[src/rtl/ps2_kbd_pkg.sv]
// Shared PS/2 keyboard definitions: scancode constants, modifier bit map,
// decoder state encoding and the Pause-sequence byte table.
package ps2_kbd_pkg;

  localparam logic [7:0] SC_E0     = 8'hE0;
  localparam logic [7:0] SC_F0     = 8'hF0;
  localparam logic [7:0] SC_E1     = 8'hE1;
  localparam logic [7:0] SC_LSHIFT = 8'h12;
  localparam logic [7:0] SC_RSHIFT = 8'h59;
  localparam logic [7:0] SC_CTRL   = 8'h14;
  localparam logic [7:0] SC_ALT    = 8'h11;
  localparam logic [7:0] SC_LGUI   = 8'h1F;
  localparam logic [7:0] SC_RGUI   = 8'h27;
  localparam logic [7:0] SC_PAUSE  = 8'h77;

  localparam logic [7:0] RPL_BAT    = 8'hAA;
  localparam logic [7:0] RPL_ACK    = 8'hFA;
  localparam logic [7:0] RPL_RESEND = 8'hFE;
  localparam logic [7:0] RPL_ECHO   = 8'hEE;
  localparam logic [7:0] RPL_ERR0   = 8'h00;
  localparam logic [7:0] RPL_ERRFF  = 8'hFF;

  localparam int unsigned MOD_LSHIFT = 0;
  localparam int unsigned MOD_RSHIFT = 1;
  localparam int unsigned MOD_LCTRL  = 2;
  localparam int unsigned MOD_RCTRL  = 3;
  localparam int unsigned MOD_LALT   = 4;
  localparam int unsigned MOD_RALT   = 5;
  localparam int unsigned MOD_LGUI   = 6;
  localparam int unsigned MOD_RGUI   = 7;

  localparam logic [2:0] PAUSE_LAST = 3'd7;

  typedef enum logic [2:0] {
    ST_IDLE,
    ST_EXT,
    ST_BRK,
    ST_EXTBRK,
    ST_PAUSE
  } dec_state_t;

  // Bytes expected after the leading E1, indexed 0..6.
  function automatic logic [7:0] pause_byte(input logic [2:0] idx);
    case (idx)
      3'd0:    pause_byte = 8'h14;
      3'd1:    pause_byte = 8'h77;
      3'd2:    pause_byte = 8'hE1;
      3'd3:    pause_byte = 8'hF0;
      3'd4:    pause_byte = 8'h14;
      3'd5:    pause_byte = 8'hF0;
      default: pause_byte = 8'h77;
    endcase
  endfunction

  function automatic logic is_reply(input logic [7:0] b);
    is_reply = (b == RPL_BAT) || (b == RPL_ACK) || (b == RPL_RESEND) ||
               (b == RPL_ECHO) || (b == RPL_ERR0) || (b == RPL_ERRFF);
  endfunction

  function automatic logic [7:0] mod_mask(input logic [7:0] code, input logic ext);
    mod_mask = '0;
    if (!ext) begin
      if (code == SC_LSHIFT) mod_mask[MOD_LSHIFT] = 1'b1;
      if (code == SC_RSHIFT) mod_mask[MOD_RSHIFT] = 1'b1;
      if (code == SC_CTRL)   mod_mask[MOD_LCTRL]  = 1'b1;
      if (code == SC_ALT)    mod_mask[MOD_LALT]   = 1'b1;
    end else begin
      if (code == SC_CTRL)   mod_mask[MOD_RCTRL]  = 1'b1;
      if (code == SC_ALT)    mod_mask[MOD_RALT]   = 1'b1;
      if (code == SC_LGUI)   mod_mask[MOD_LGUI]   = 1'b1;
      if (code == SC_RGUI)   mod_mask[MOD_RGUI]   = 1'b1;
    end
  endfunction

endpackage

[src/rtl/ps2_seq_timer.sv]
// Saturating microsecond counter bounding the gap between bytes of one sequence.
module ps2_seq_timer #(
  parameter int unsigned TIMEOUT_US = 2000
) (
  input  logic clk6x,
  input  logic reset,
  input  logic ck1us,
  input  logic clr,
  input  logic en,
  output logic timeout
);
  import ps2_kbd_pkg::*;

  localparam int unsigned W = $clog2(TIMEOUT_US + 1);
  localparam logic [W-1:0] LIMIT = W'(TIMEOUT_US);

  logic [W-1:0] cnt;

  always_ff @(posedge clk6x) begin
    if (reset || clr)
      cnt <= '0;
    else if (en && ck1us && (cnt != LIMIT))
      cnt <= cnt + 1'b1;
  end

  assign timeout = (cnt == LIMIT);

endmodule

[src/rtl/ps2_scancode_decoder.sv]
// Parses raw set-2 scancode bytes from the PS/2 RX FIFO into key events
// and tracks the held-modifier bitmask.
module ps2_scancode_decoder #(
  parameter int unsigned TIMEOUT_US     = 2000,
  parameter bit          FILTER_REPLIES = 1'b1
) (
  input  logic       clk6x,
  input  logic       reset,
  input  logic       ck1us,
  input  logic [7:0] kbd_rdata_i,
  input  logic       kbd_rvalid_i,
  output logic       kbd_rdeq_o,
  output logic       ev_valid_o,
  input  logic       ev_ready_i,
  output logic [7:0] ev_code_o,
  output logic       ev_ext_o,
  output logic       ev_brk_o,
  output logic [7:0] mod_o,
  output logic       err_o
);
  import ps2_kbd_pkg::*;

  dec_state_t state, state_d;
  logic [2:0] pcnt, pcnt_d;
  logic       bubble, stall, pop, timeout;
  logic       load, ld_ext, ld_brk, err_d;
  logic [7:0] b, ld_mask;

  assign b     = kbd_rdata_i;
  assign stall = ev_valid_o && !ev_ready_i;
  assign pop   = kbd_rvalid_i && !bubble && !stall;
  assign kbd_rdeq_o = pop;

  ps2_seq_timer #(.TIMEOUT_US(TIMEOUT_US)) u_timer (
    .clk6x   (clk6x),
    .reset   (reset),
    .ck1us   (ck1us),
    .clr     (pop || (state == ST_IDLE)),
    .en      (state != ST_IDLE),
    .timeout (timeout)
  );

  always_comb begin
    state_d = state;
    pcnt_d  = pcnt;
    load    = 1'b0;
    ld_ext  = 1'b0;
    ld_brk  = 1'b0;
    err_d   = 1'b0;
    if (pop) begin
      case (state)
        ST_IDLE: begin
          if (b == SC_E0) state_d = ST_EXT;
          else if (b == SC_F0) state_d = ST_BRK;
          else if (b == SC_E1) begin
            state_d = ST_PAUSE;
            pcnt_d  = 3'd1;
          end else if (!(FILTER_REPLIES && is_reply(b))) load = 1'b1;
        end
        ST_EXT: begin
          state_d = ST_IDLE;
          if (b == SC_F0) state_d = ST_EXTBRK;
          else if (b == SC_E0 || b == SC_E1) err_d = 1'b1;
          else if (b != SC_LSHIFT && b != SC_RSHIFT) begin
            load   = 1'b1;
            ld_ext = 1'b1;
          end
        end
        ST_BRK: begin
          state_d = ST_IDLE;
          if (b == SC_E0 || b == SC_E1 || b == SC_F0) err_d = 1'b1;
          else begin
            load   = 1'b1;
            ld_brk = 1'b1;
          end
        end
        ST_EXTBRK: begin
          state_d = ST_IDLE;
          if (b != SC_LSHIFT && b != SC_RSHIFT) begin
            load   = 1'b1;
            ld_ext = 1'b1;
            ld_brk = 1'b1;
          end
        end
        ST_PAUSE: begin
          if (b != pause_byte(pcnt - 3'd1)) begin
            err_d   = 1'b1;
            state_d = ST_IDLE;
          end else if (pcnt == PAUSE_LAST) begin
            load    = 1'b1;
            ld_ext  = 1'b1;
            state_d = ST_IDLE;
          end else pcnt_d = pcnt + 3'd1;
        end
        default: state_d = ST_IDLE;
      endcase
    end else if (timeout && state != ST_IDLE) begin
      err_d   = 1'b1;
      state_d = ST_IDLE;
    end
  end

  // A completed Pause carries code 77 regardless of the last byte's meaning.
  assign ld_mask = mod_mask((state == ST_PAUSE) ? SC_PAUSE : b, ld_ext);

  always_ff @(posedge clk6x) begin
    if (reset) begin
      state      <= ST_IDLE;
      pcnt       <= '0;
      bubble     <= 1'b0;
      err_o      <= 1'b0;
      ev_valid_o <= 1'b0;
      ev_code_o  <= '0;
      ev_ext_o   <= 1'b0;
      ev_brk_o   <= 1'b0;
      mod_o      <= '0;
    end else begin
      state      <= state_d;
      pcnt       <= pcnt_d;
      bubble     <= pop;
      err_o      <= err_d;
      ev_valid_o <= load || stall;
      if (load) begin
        ev_code_o <= (state == ST_PAUSE) ? SC_PAUSE : b;
        ev_ext_o  <= ld_ext;
        ev_brk_o  <= ld_brk;
        mod_o     <= ld_brk ? (mod_o & ~ld_mask) : (mod_o | ld_mask);
      end
    end
  end

endmodule
[config.mk]
export PLATFORM = sky130hd
export DESIGN_NAME = ps2_scancode_decoder
export DESIGN_NICKNAME = d
export VERILOG_FILES = /design/src/rtl/ps2_kbd_pkg.sv /design/src/rtl/ps2_seq_timer.sv /design/src/rtl/ps2_scancode_decoder.sv
export SDC_FILE = /design/constraint.sdc
export NUM_CORES = 1
export LEC_CHECK = 0
export ABC_AREA = 0
export BUFFER_PORTS_ARGS = -buffer_cell sky130_fd_sc_hd__buf_4
export CAP_MARGIN = 15
export CELL_PAD_IN_SITES_DETAIL_PLACEMENT = 0
export CELL_PAD_IN_SITES_GLOBAL_PLACEMENT = 1
export CORE_UTILIZATION = 35
export DETAILED_ROUTE_END_ITERATION = 7
export PLACE_DENSITY_LB_ADDON = 0.25
export REMOVE_ABC_BUFFERS = 1
export SKIP_LAST_GASP = 1
export SYNTH_ARGS = -nofsm -noshare
export SYNTH_HDL_FRONTEND = slang
export SYNTH_SLANG_ARGS = --single-unit
[constraint.sdc]
create_clock -name clk6x -period 3.35 [get_ports clk6x]
set_clock_uncertainty 0.2 [all_clocks]
set_input_delay 0 -clock clk6x [delete_from_list [all_inputs] [get_ports clk6x]]
set_output_delay 0 -clock clk6x [all_outputs]
set_load 0.1 [all_outputs]
==> results.py <==
metrics = {
    "outcome": {
        "outcome": "complete, no violations",
    },
    "logic_synthesis": {
        "synth-seq-area-share_pct": 32.6,
        "ys.warnings.count": 0,
        "avgSynthCellArea_um2": 7.90,
        "synthFlopType": "dfxtp_1",
        "syn_area_um2": 2330,
        "syn_inst": 295,
        "synth-edff-count": 0,
        "ys_types": 51,
        "async_reset_ff_share_pct": 0,
        "ys_ff_latch": 38,
    },
    "power_and_ir_drop": {
        "power.share.clock_pct": 37.9,
        "power.net_switching_uw": 322,
        "p_int_uw": 756,
        "p_sw_share_pct": 29.9,
        "irDropWorstVdd_uv": 229,
        "pwr-share-comb_pct": 18.7,
        "power_frac_seq_pct": 43.4,
        "p_leak_nw": 1.05,
        "power.density_nw_per_um2": 379,
        "finalPower_mw": 1.08,
    },
    "timing": {
        "slew_violations": 0,
        "rsz0062_at_grt": "false",
        "fin_crit_ns": 2.92,
        "finalHoldViolCount": 0,
        "setup_viol": 0,
        "maxClockFrequency_ghz": 0.343,
        "hold_ws_ns": 0.0347,
        "relSlewSlack_pct": 40.7,
        "worstMarginPinSlew_ns": 0.888,
        "tns_ns": 0,
        "fin_crit_sh_pct": 87.1,
    },
    "setup_path": {
        "worst_setup_path_start_kind": "flop",
        "critPathCaptureType": "flop",
        "r2r-start": "state[0]$_SDFFE_PP0P_",
        "cp_max_fo": 12,
        "r2r_cells": 7,
        "worstPathArrival_ns": 2.91,
        "crit_required_ns": 3.34,
        "reg2reg_slack_ns": 0.43,
        "path_class": "flop to flop",
    },
    "die": {
        "start_util_pct": 36.5,
        "rows": 29,
        "dieHeight_um": 83.6,
        "num_io_pins": 34,
        "die-area_um2": 6990,
        "core-area_um2": 6390,
        "die_w_um": 83.6,
    },
    "route": {
        "routedWlPerCell_um": 14.9,
        "dr_total_vias": 2176,
        "drt_first_pass_iters": 4,
        "routed_wl_mm": 6.05,
        "final_antenna_net_count": 0,
        "drt_drc_violations_left": 0,
        "dr.first_iter.drc_count": 135,
        "vias_per_cell": 5.37,
    },
    "global_routing": {
        "antenna_found_initial": 0,
        "grt_pass1_wl_mm": 10.0,
        "grt_max_degree": 27,
        "grt_pass1_vias": 1987,
        "grt_overflow_total": 0,
        "track_usage_pct": 17.6,
    },
    "worst_hold_path": {
        "hold_path_depth": 3,
        "min_from": "kbd_rdata_i[6]",
        "hold_path_class": "input pin to flop",
        "min_to": "ev_code_o[6]$_SDFFE_PP0P_",
    },
    "placed_design": {
        "gp_congestion": 0.800,
        "io_buffers": 33,
        "hpwlAfterDp_mm": 4.20,
    },
    "layout": {
        "multi_input_area_um2": 1440,
        "final_cell_mix": "dfxtp_1 (38), nor2_1 (36), buf_4 (33)",
        "antennaDiodeCount": 0,
        "fill_cells": 665,
        "ff_latch_area_um2": 761,
        "nets": 349,
        "final_common_cell": "dfxtp_1",
        "syn_to_final_growth_pct": 21.9,
        "post_route_cells_drive_above_1_share_pct": 14.9,
    },
    "clocking": {
        "clock-sinks": 38,
        "clockBufferDepth": 2,
        "clkLatencyLatePin_ns": 0.29,
        "cts_made_buffers": 5,
        "h-tree-depth": 2,
        "root_buffer": "clkbuf_8",
        "cts_tree": "done",
        "path_clk_slew_ns": 0.08,
    },
    "run": {
        "max_cap_violations": 0,
    },
}
-- per-layer routing --
layer	track usage, %	routed length, µm	up-vias	share of wire, %
li1	-	-	1139	-
met1	26.8	3220	989	53
met2	25.4	2530	46	42
met3	3.07	273	2	4.5
met4	4.31	23	0	0.38
met5	0	0	-	0
-- logic make-up (layout without fill, tap and decap cells) --
logic type | Yosys count | count (layout) | share of synthesized area, %
flip-flops | 38 | 38 | 32.6
adder cells (fa/ha/maj) | 8 | 8 | 4.29
buffers and inverters | 31 | 64 | 5.74
AO/OA/AOI/OAI | 64 | 64 | 19.2
multiplexers | 5 | 5 | 2.15
AND/OR/NAND/NOR | 139 | 139 | 32.3
XOR/XNOR | 10 | 10 | 3.76
-- timing repair --
item	CTS	global route
setup endpoints to repair	0	4
setup buffers	0	1
gates resized for setup	0	0
hold buffers	13	0
hold endpoints to repair	28	0
-- layout make-up --
class | instances | area share [%]
multi-input cells | 226 | 50.6
flip-flops and latches | 38 | 26.8
repair buffers | 47 | 14.0
well taps | 77 | 3.39
clock buffers | 6 | 2.91
inverters | 10 | 1.32
clock inverters | 1 | 1.06
-- synthesized netlist by cell type, types with 7 or more instances --
library cell	n	area share (%)
buf_2	8	1.7
o21ai_0	11	2.4
ha_1	8	4.3
xor2_1	7	2.6
nand4_1	12	3.2
clkbuf_1	11	1.8
dfxtp_1	38	33
inv_1	10	1.6
nor3_1	8	1.7
nor2b_1	7	1.9
nor2_1	36	5.8
a21oi_1	22	4.7
nand2_1	27	4.3
nand3_1	8	1.7
-- critical path, cell delays in order (launching register included) --
cell and delay (ns):
dfxtp_1 0.42, nor2_1 0.25, and2_1 0.43, o211ai_1 0.28, nor4_1 0.41, mux2i_1 0.23, nor2_1 0.05, dlygate4sd3_1 0.55
-- per-stage QoR --
| step | cell area (µm²) | util, % | std cells | setup slack (ns) |
|---|---|---|---|---|
| global placement | 2580 | 40.4 | 384 | 0.414 |
| floorplan | 2230 | - | 274 | 0.310 |
| detailed placement | 2580 | 40.4 | 384 | 0.302 |
| CTS | 2820 | 44.2 | 404 | 0.297 |
| finish | 2840 | 44.5 | 405 | 0.430 |
| global route | 2840 | 44.5 | 405 | 0.199 |
-- worst max-delay path by stage --
stage                     startpoint                         to  slack, ns  cells after the start
2_1_floorplan  ev_valid_o$_SDFF_PP0_                       flop       0.31                      8
3_3_place_gp    pcnt[0]$_SDFFE_PP0P_  ev_code_o[6]$_SDFFE_PP0P_       0.41                      9
3_5_place_dp    pcnt[0]$_SDFFE_PP0P_  ev_code_o[5]$_SDFFE_PP0P_       0.30                      9
4_1_cts         pcnt[0]$_SDFFE_PP0P_  ev_code_o[5]$_SDFFE_PP0P_       0.30                      9
5_1_grt        state[0]$_SDFFE_PP0P_                       flop       0.20                      7
6_report       state[0]$_SDFFE_PP0P_                       flop       0.43                      7
-- power by group through the flow --
stage	clock network, mW	registers, mW	logic (mW)
2_1_floorplan	0	0.551	0.0546
3_3_place_gp	0	0.479	0.189
3_5_place_dp	0	0.478	0.189
4_1_cts	0.418	0.468	0.200
5_1_grt	0.445	0.469	0.213
6_report	0.409	0.468	0.201
(Power assumes the default switching activity.)
